--- src/rtl/exu_div_issue_if.sv ---
// Decode-side request and integer-writeback handshake bundle for the divide issue controller.
// The master modport is the decode/writeback side and the slave modport is the issue controller.
interface exu_div_issue_if;
  logic        req_valid;
  logic        req_ready;
  logic [31:0] req_rs1;
  logic [31:0] req_rs2;
  logic        req_unsign;
  logic        req_rem;
  logic [4:0]  req_rd;
  logic        wb_valid;
  logic        wb_ready;
  logic [4:0]  wb_rd;
  logic [31:0] wb_data;

  modport master (
    output req_valid, req_rs1, req_rs2, req_unsign, req_rem, req_rd, wb_ready,
    input  req_ready, wb_valid, wb_rd, wb_data
  );

  modport slave (
    input  req_valid, req_rs1, req_rs2, req_unsign, req_rem, req_rd, wb_ready,
    output req_ready, wb_valid, wb_rd, wb_data
  );
endinterface

--- src/rtl/exu_div_issue.sv ---
// Issue/writeback controller for the iterative divider: launches one op at a time,
// resolves divide-by-zero and signed overflow locally, and holds the result for writeback.
module exu_div_issue #(
  parameter bit FAST_SPECIAL = 1'b1
) (
  input  logic               clk,
  input  logic               rst,
  exu_div_issue_if.slave     io,
  input  logic               flush,
  output logic               div_valid,
  output logic               div_unsign,
  output logic               div_rem,
  output logic [31:0]        div_dividend,
  output logic [31:0]        div_divisor,
  output logic               div_flush,
  input  logic               div_finish,
  input  logic               div_finish_early,
  input  logic               div_stall,
  input  logic [31:0]        div_out,
  output logic               busy,
  output logic [4:0]         busy_rd
);

  typedef enum logic [2:0] {IDLE, LAUNCH, RUN, EARLY, WB} state_t;

  state_t      state;
  logic [4:0]  rd_q;
  logic        accept;
  logic        div_by_zero;
  logic        overflow;
  logic [31:0] special_result;

  assign io.req_ready = (state == IDLE) & ~div_stall & ~flush & ~rst;
  assign accept       = io.req_valid & io.req_ready;

  assign div_by_zero = FAST_SPECIAL && (io.req_rs2 == 32'd0);
  assign overflow    = FAST_SPECIAL && !io.req_unsign &&
                       (io.req_rs1 == 32'h8000_0000) && (io.req_rs2 == 32'hFFFF_FFFF);

  // Architectural results for the cases that never reach the divider.
  assign special_result = div_by_zero ? (io.req_rem ? io.req_rs1 : 32'hFFFF_FFFF)
                                      : (io.req_rem ? 32'd0 : 32'h8000_0000);

  always_ff @(posedge clk) begin
    if (rst) begin
      state        <= IDLE;
      rd_q         <= '0;
      div_valid    <= 1'b0;
      div_unsign   <= 1'b0;
      div_rem      <= 1'b0;
      div_dividend <= '0;
      div_divisor  <= '0;
      div_flush    <= 1'b0;
      io.wb_valid  <= 1'b0;
      io.wb_rd     <= '0;
      io.wb_data   <= '0;
      busy         <= 1'b0;
      busy_rd      <= '0;
    end else begin
      div_valid    <= 1'b0;
      div_unsign   <= 1'b0;
      div_rem      <= 1'b0;
      div_dividend <= '0;
      div_divisor  <= '0;
      // Only the divider needs cancelling, so EARLY/WB flushes stay local.
      div_flush    <= flush & ((state == LAUNCH) | (state == RUN));

      if (flush) begin
        state       <= IDLE;
        io.wb_valid <= 1'b0;
        io.wb_rd    <= '0;
        io.wb_data  <= '0;
        busy        <= 1'b0;
        busy_rd     <= '0;
      end else begin
        case (state)
          IDLE: begin
            if (accept && (io.req_rd != 5'd0)) begin
              rd_q    <= io.req_rd;
              busy    <= 1'b1;
              busy_rd <= io.req_rd;
              if (div_by_zero || overflow) begin
                state       <= WB;
                io.wb_valid <= 1'b1;
                io.wb_rd    <= io.req_rd;
                io.wb_data  <= special_result;
              end else begin
                state        <= LAUNCH;
                div_valid    <= 1'b1;
                div_unsign   <= io.req_unsign;
                div_rem      <= io.req_rem;
                div_dividend <= io.req_rs1;
                div_divisor  <= io.req_rs2;
              end
            end
          end
          LAUNCH: state <= RUN;
          RUN: begin
            if (div_finish) begin
              if (div_finish_early) begin
                state <= EARLY;
              end else begin
                state       <= WB;
                io.wb_valid <= 1'b1;
                io.wb_rd    <= rd_q;
                io.wb_data  <= div_out;
              end
            end
          end
          // Small-number results appear on div_out one cycle after the finish strobe.
          EARLY: begin
            state       <= WB;
            io.wb_valid <= 1'b1;
            io.wb_rd    <= rd_q;
            io.wb_data  <= div_out;
          end
          WB: begin
            if (io.wb_ready) begin
              state       <= IDLE;
              io.wb_valid <= 1'b0;
              io.wb_rd    <= '0;
              io.wb_data  <= '0;
              busy        <= 1'b0;
              busy_rd     <= '0;
            end
          end
          default: state <= IDLE;
        endcase
      end
    end
  end

endmodule
--- src/flat_wrapper.sv ---
// flat-port wrapper written by rule: the top's interface ports become plain ports
module exu_div_issue_flat 
#(
  parameter bit FAST_SPECIAL = 1'b1
)
  (clk, rst, flush, div_valid, div_unsign, div_rem, div_dividend, div_divisor, div_flush, div_finish, div_finish_early, div_stall, div_out, busy, busy_rd, io_req_valid, io_req_rs1, io_req_rs2, io_req_unsign, io_req_rem, io_req_rd, io_wb_ready, io_req_ready, io_wb_valid, io_wb_rd, io_wb_data);
  exu_div_issue_if io_i ();
  input  logic clk;
  input  logic rst;
  input  logic flush;
  output logic div_valid;
  output logic div_unsign;
  output logic div_rem;
  output logic [31:0] div_dividend;
  output logic [31:0] div_divisor;
  output logic div_flush;
  input  logic div_finish;
  input  logic div_finish_early;
  input  logic div_stall;
  input  logic [31:0] div_out;
  output logic busy;
  output logic [4:0] busy_rd;
  input wire logic [$bits(io_i.req_valid)-1:0] io_req_valid;
  input wire logic [$bits(io_i.req_rs1)-1:0] io_req_rs1;
  input wire logic [$bits(io_i.req_rs2)-1:0] io_req_rs2;
  input wire logic [$bits(io_i.req_unsign)-1:0] io_req_unsign;
  input wire logic [$bits(io_i.req_rem)-1:0] io_req_rem;
  input wire logic [$bits(io_i.req_rd)-1:0] io_req_rd;
  input wire logic [$bits(io_i.wb_ready)-1:0] io_wb_ready;
  output wire logic [$bits(io_i.req_ready)-1:0] io_req_ready;
  output wire logic [$bits(io_i.wb_valid)-1:0] io_wb_valid;
  output wire logic [$bits(io_i.wb_rd)-1:0] io_wb_rd;
  output wire logic [$bits(io_i.wb_data)-1:0] io_wb_data;
  assign io_i.req_valid = io_req_valid;
  assign io_i.req_rs1 = io_req_rs1;
  assign io_i.req_rs2 = io_req_rs2;
  assign io_i.req_unsign = io_req_unsign;
  assign io_i.req_rem = io_req_rem;
  assign io_i.req_rd = io_req_rd;
  assign io_i.wb_ready = io_wb_ready;
  assign io_req_ready = io_i.req_ready;
  assign io_wb_valid = io_i.wb_valid;
  assign io_wb_rd = io_i.wb_rd;
  assign io_wb_data = io_i.wb_data;
  exu_div_issue #(.FAST_SPECIAL(FAST_SPECIAL)) u_core (.clk(clk), .rst(rst), .io(io_i), .flush(flush), .div_valid(div_valid), .div_unsign(div_unsign), .div_rem(div_rem), .div_dividend(div_dividend), .div_divisor(div_divisor), .div_flush(div_flush), .div_finish(div_finish), .div_finish_early(div_finish_early), .div_stall(div_stall), .div_out(div_out), .busy(busy), .busy_rd(busy_rd));
endmodule
--- config.mk ---
export PLATFORM = sky130hd
export DESIGN_NAME = exu_div_issue_flat
export DESIGN_NICKNAME = d
export VERILOG_FILES = /design/src/rtl/exu_div_issue_if.sv /design/src/rtl/exu_div_issue.sv /design/src/flat_wrapper.sv
export SDC_FILE = /design/constraint.sdc
export NUM_CORES = 1
export LEC_CHECK = 0
export CORE_MARGIN = 10
export CORE_UTILIZATION = 42
export CTS_CLUSTER_SIZE = 24
export DETAILED_ROUTE_END_ITERATION = 7
export PLACE_DENSITY = 0.79
export SYNTH_ARGS = -nofsm -noshare
export SYNTH_HDL_FRONTEND = slang
export SYNTH_SLANG_ARGS = --single-unit
--- constraint.sdc ---
create_clock -name clk -period 3.3 [get_ports clk]
set_input_delay 0.66 -clock clk [delete_from_list [all_inputs] [get_ports clk]]
set_output_delay 0.66 -clock clk [all_outputs]
set_load 0.005 [all_outputs]
# After elaboration in Yosys (flattened, before gate mapping)
# Index checks and enable logic that the tools add are counted.
[totals]
output_inout_bits = 113
latchBits = 0
mem_count = 0
regBits = 120
ramBits = 0
mem_bits_ro = 0
elab_cells = 84
input_bits = 111
[classes]
order_cmp = 0
eq_ne = 11
n_reduce_logical = 17
div = 0
mux = 32
shift = 0
bitwise = 11
n_addsub = 0
mul = 0
[ops]
columns = ["cell", "count"]
rows = [
  ["$mux 32", 8],
  ["$pmux 32 s4", 1],
  ["$eq 32x32->1 const B", 2],
  ["$logic_not 32->1", 1],
  ["$mux 5", 6],
  ["$pmux 5 s4", 1],
  ["$mux 3", 5],
  ["$pmux 3 s5", 1],
  ["$ne 2x2->1 const B", 5],
  ["$pmux 5 s2", 1],
  ["$reduce_and 3->1", 3],
  ["$mux 1", 7],
  ["$eq 3x2->1 const B", 2],
  ["$reduce_and 6->1", 1],
  ["$and 1x1->1", 5],
  ["$not 1->1", 5],
  ["$reduce_bool 5->1", 1],
  ["$reduce_or 5->1", 1],
  ["$pmux 1 s4", 1],
  ["$reduce_bool 4->1", 1],
  ["$reduce_or 4->1", 1],
  ["$eq 3x1->1 const B", 1],
  ["$eq 3x3->1 const B", 1],
  ["$logic_and 1x1->1", 3],
  ["other kinds (7)", 7],
]

# Depth between registers and ports, before layout
[logic_depth]
depth_word = 8
ltp_mapped = 9
ltp_nobuf = 6

# Least setup slack after synthesis
# Ideal clock, no wire load.
[synth_path]
kind = "input to register"
start = "input rst"
end = "register u_core.io.wb_data[10]"
slack_ns = 0.618
setup_ns = 0.146
arrival_ns = 2.536
path_buffers = 3
cell_stages = 9
path_cell_list = "clkbuf_1 or2_1 buf_2 nor4_4 a21oi_4 a2111o_1 nand2_4 buf_6 a211oi_2"
[synth_between]
elab_chain_cells = 6
word_cells_on_any_way = 7
[synth_rtl]
columns = ["element", "line", "text"]
rows = [
  ["from (decl)", "flat_wrapper.sv:9", "input logic rst;"],
  ["$not 1->1", "exu_div_issue.sv:33", "assign io.req_ready = (state == IDLE) & ~div_stall & ~flush & ~rst;"],
  ["$and 1x1->1", "exu_div_issue.sv:33", ""],
  ["$and 1x1->1", "exu_div_issue.sv:34", "assign accept = io.req_valid & io.req_ready;"],
  ["$logic_and 1x1->1", "exu_div_issue.sv:78", "if (accept && (io.req_rd != 5'd0)) begin"],
  ["$ne 2x2->1 (no line)", "n/a", ""],
  ["$reduce_and 6->1 (no line)", "n/a", ""],
  ["to (signal assigned)", "exu_div_issue.sv:86", "io.wb_data <= special_result;"],
  ["to (signal assigned)", "exu_div_issue.sv:106", "io.wb_data <= div_out;"],
  ["to (signal assigned)", "exu_div_issue.sv:115", "io.wb_data <= div_out;"],
  ["to (decl)", "exu_div_issue_if.sv:23", "output req_ready, wb_valid, wb_rd, wb_data"],
]
# Parallel ways exist; a longest one is shown, timed or not.
# A chain may end at the register's enable or synchronous reset.

# Final worst setup path
[layout_path]
start = "input io_req_rs2[28]"
end = "register u_core.io.wb_data[2]"
[layout_between]
elab_chain_cells = 5
word_cells_on_any_way = 10
[layout_rtl]
columns = ["element", "line", "text"]
rows = [
  ["from (decl)", "flat_wrapper.sv:25", "input wire logic [$bits(io_i.req_rs2)-1:0] io_req_rs2;"],
  ["$logic_not 32->1 or $eq 32x32->1 (tied branches)", "exu_div_issue.sv:36, exu_div_issue.sv:38", ""],
  ["$mux 32 or $logic_and 1x1->1 (tied branches)", "exu_div_issue.sv:41, exu_div_issue.sv:38", ""],
  ["$mux 32 or $logic_or 1x1->1 (tied branches)", "exu_div_issue.sv:82", "if (div_by_zero || overflow) begin"],
  ["$mux 32 or $ne 2x2->1 (tied branches)", "n/a", ""],
  ["$pmux 32 s4 or $reduce_and 6->1 (tied branches)", "n/a", ""],
]
# Parallel ways exist; a longest one is shown, timed or not. The select of a mux whose other input is x is not followed.

==> metrics.yaml <==
status: "finished clean"
critPathBufInv: 2
multi_input_area_um2: 2140
syn_nets: 631
wl_per_cell_um: 21.2
synth_top_area_share_pct: 48.9
cts.clk_slew.worst_paths_ps: 50
grt_pass1_wl_um: 29000
setup_viol: 0
async_reset_ff_share_pct: 0
register_area_um2: 2400
drt_iter0_markers: 339
fp.dieH_um: 128
num_vias: 4947
maxCapViolations: 0
slowest_stage: "or4_1"
syn-cell-area_um2: 4910
core_area_um2: 11400
gp_congestion: 0.904
min_period_over_period_pct: 90.6
fillers: 897
ir_drop_mv: 0.276
drcViolationCount: 0
overflow: 0
slew_headroom_pct: 41.8
cts_setup_buffers: 0
met1_usage_pct: 26.4
layout_setup_ws_ps: 310
synth_flop_cell: "dfxtp_1"
pre_cts_slack_ps: -67.6
yosys.area.top_type: "dfxtp_1"
grt_pass1_vias: 5102
clk_path_buf_depth: 2
r2r_start: "u_core.state[2]$_SDFFE_PP0P_"
antenna_cells: 0
syn_area_per_cell_um2: 9.44
ctsHoldBuffers: 0
antenna_found_initial: 0
critPathLaunchType: "input port"
grt-busiest-layer: "met2"
worst_slew_pin_slew_ps: 864
ioPinCount: 224
cts_buffers: 17
slew_violations: 0
dp_hpwl_um: 14300
worst_path_dominant_cell_family: "simple AND/OR/NAND/NOR gates"
path_cells: "clkdlybuf4s50_1 > nand4_1 > or4_1 > or4_4 > a2111oi_4 > buf_4 > nor3_1 > a211oi_2"
area_growth_pct: 61.8
ys_types: 46
reg2reg_depth: 7
crit_type: "input port to flop"
cts-htree-levels: 4
cts.sinks: 120
yosys.cell_count.top_type: "dfxtp_1"
seq_area_frac_synth_pct: 48.9
clock.fmax_mhz: 334
hold_viol_final: 0
synth_seq_cells: 120
die_x_um: 128
dpl_cell_area_um2: 7390
p_per_area_nw_per_um2: 445
synth_area_leaders: "dfxtp_1 49%, a211oi_2 7.6%, nor3_1 7.1%, a21oi_1 5.0%, a22oi_1 4.7%"
netlist_top_cells_count: "120 x dfxtp_1, 70 x nor3_1, 49 x a21oi_1"
initial_utilization_pct: 43.0
drtAntennaViolNets: 0
rrSetupSlack_ps: 770
synthCells: 520
yosys_warnings: 0
cts_root_buf: "clkbuf_16"
rsz0062_at_grt: "no"
finalCriticalPeriod_ps: 2990
met3_usage_pct: 6.16
hold_path_class: "flop to flop"
min_to: "u_core.rd_q[0]$_SDFFE_PP0P_"
wl_um: 19200
gr-usage-all-layers_pct: 22.3
grt_max_degree: 69
slowest_delay_ps: 580
portBuffers: 223
cts_tree: "built"
min_from: "u_core.rd_q[0]$_SDFFE_PP0P_"
postLayoutCellArea_um2: 7940
fin_skew_ps: 9.26
timing.rr.end: "u_core.io.wb_data[2]$_SDFFE_PP0P_"
layout-drive-gt1-share_pct: 13.3
synth_edf_count: 0
cellLeakagePower_nw: 2.84
die_area_um2: 16400
cts_resized: 0
arrival_ps: 3310
whs_path_depth: 2
drtPass1Iterations: 7
grtUsageMet2_pct: 37.2
endpoint_kind: "flop"
nets: 861
viasPerCell: 5.47
path_max_fanout: 13
std_cell_rows: 39
insertion_delay_ps: 410
worst_ep_required_time_ps: 3620
power by group:
part	switching, mW	leakage [nW]	internal, mW	total, mW
Combinational	0.128	1.60	0.181	0.310
Sequential	0.00568	0.969	1.47	1.47
Clock	0.638	0.265	1.12	1.75
Total	0.772	2.84	2.76	3.54
layout make-up:
| class | instances | share of cell area (%) |
|---|---|---|
| Clock buffer | 21 | 5.67 |
| Clock inverter | 9 | 1.29 |
| Inverter | 35 | 1.65 |
| Multi-Input combinational cell | 322 | 26.9 |
| Sequential cell | 120 | 30.2 |
| Tap cell | 143 | 2.25 |
| Timing Repair Buffer | 254 | 32.0 |
layout by cell type, fill, tap and decap left out, types with 14 or more instances in the layout:
cell type / count
nor3_1: 70
a211oi_2: 30
inv_1: 35
clkdlybuf4s50_1: 223
clkbuf_16: 17
a21oi_1: 49
a22oi_1: 31
buf_4: 25
and2_1: 35
nor4_1: 14
nand4_1: 16
dfxtp_1: 120
nand2_1: 22
tightest hold or removal path, delay by kind of cell (launching register included):
kind,cells,cell delay (ps)
compound gates,1,50
flops,1,310
simple gates,1,50
metal layers:
layer  part of all wire [%]  vias up
met3                    8.3       37
li1                       -     2344
met5                      0        -
met4                    2.9        0
met2                     49      243
met1                     40     2323
registers in the layout, indices dropped and copies added (netlist names):
signal               flops
u_core.io.wb_data       32
u_core.div_rem           1
u_core.io.wb_valid       1
u_core.div_dividend     32
u_core.div_valid         1
u_core.busy              1
u_core.div_unsign        1
u_core.state             3
u_core.div_divisor      32
u_core.busy_rd           5
u_core.io.wb_rd          5
u_core.div_flush         1
u_core.rd_q              5
through the flow:
stage | hold slack [ps] | util, % | setup TNS [ps] | std cells | total power [mW]
6_report | 458 | 69.6 | 0 | 904 | 3.54
5_1_grt | 482 | 69.6 | 0 | 904 | 3.63
4_1_cts | 458 | 69.6 | 0 | 904 | 3.55
3_5_place_dp | 441 | 64.7 | -948 | 874 | 1.81
3_3_place_gp | 436 | 64.7 | -254 | 874 | 1.80
2_1_floorplan | 437 | - | 0 | 520 | 1.58
how the worst max path moves through the flow:
stage,startpoint,cells past startpoint,end,slack (ps)
floorplan,rst,9,u_core.io.wb_data[10]$_SDFFE_PP0P_,620
global placement,io_req_rs2[28],8,u_core.io.wb_data[0]$_SDFFE_PP0P_,-20
detailed placement,io_req_rs2[28],8,u_core.io.wb_rd[0]$_SDFFE_PP0P_,-70
global route,io_req_rs2[28],8,u_core.io.wb_data[5]$_SDFFE_PP0P_,190
finish,io_req_rs2[28],8,u_core.io.wb_data[2]$_SDFFE_PP0P_,310
CTS,io_req_rs2[28],8,u_core.io.wb_data[10]$_SDFFE_PP0P_,320
cells by family after synthesis:
family / share of synthesized area, %
and+or+nand+nor: 21.4
AOI/OAI and AO/OA: 21.5
DFF: 48.9
buffers and inverters: 7.97
xor gates and xnor gates: 0.178
Note: power is estimated with default switching activity, not from simulation.
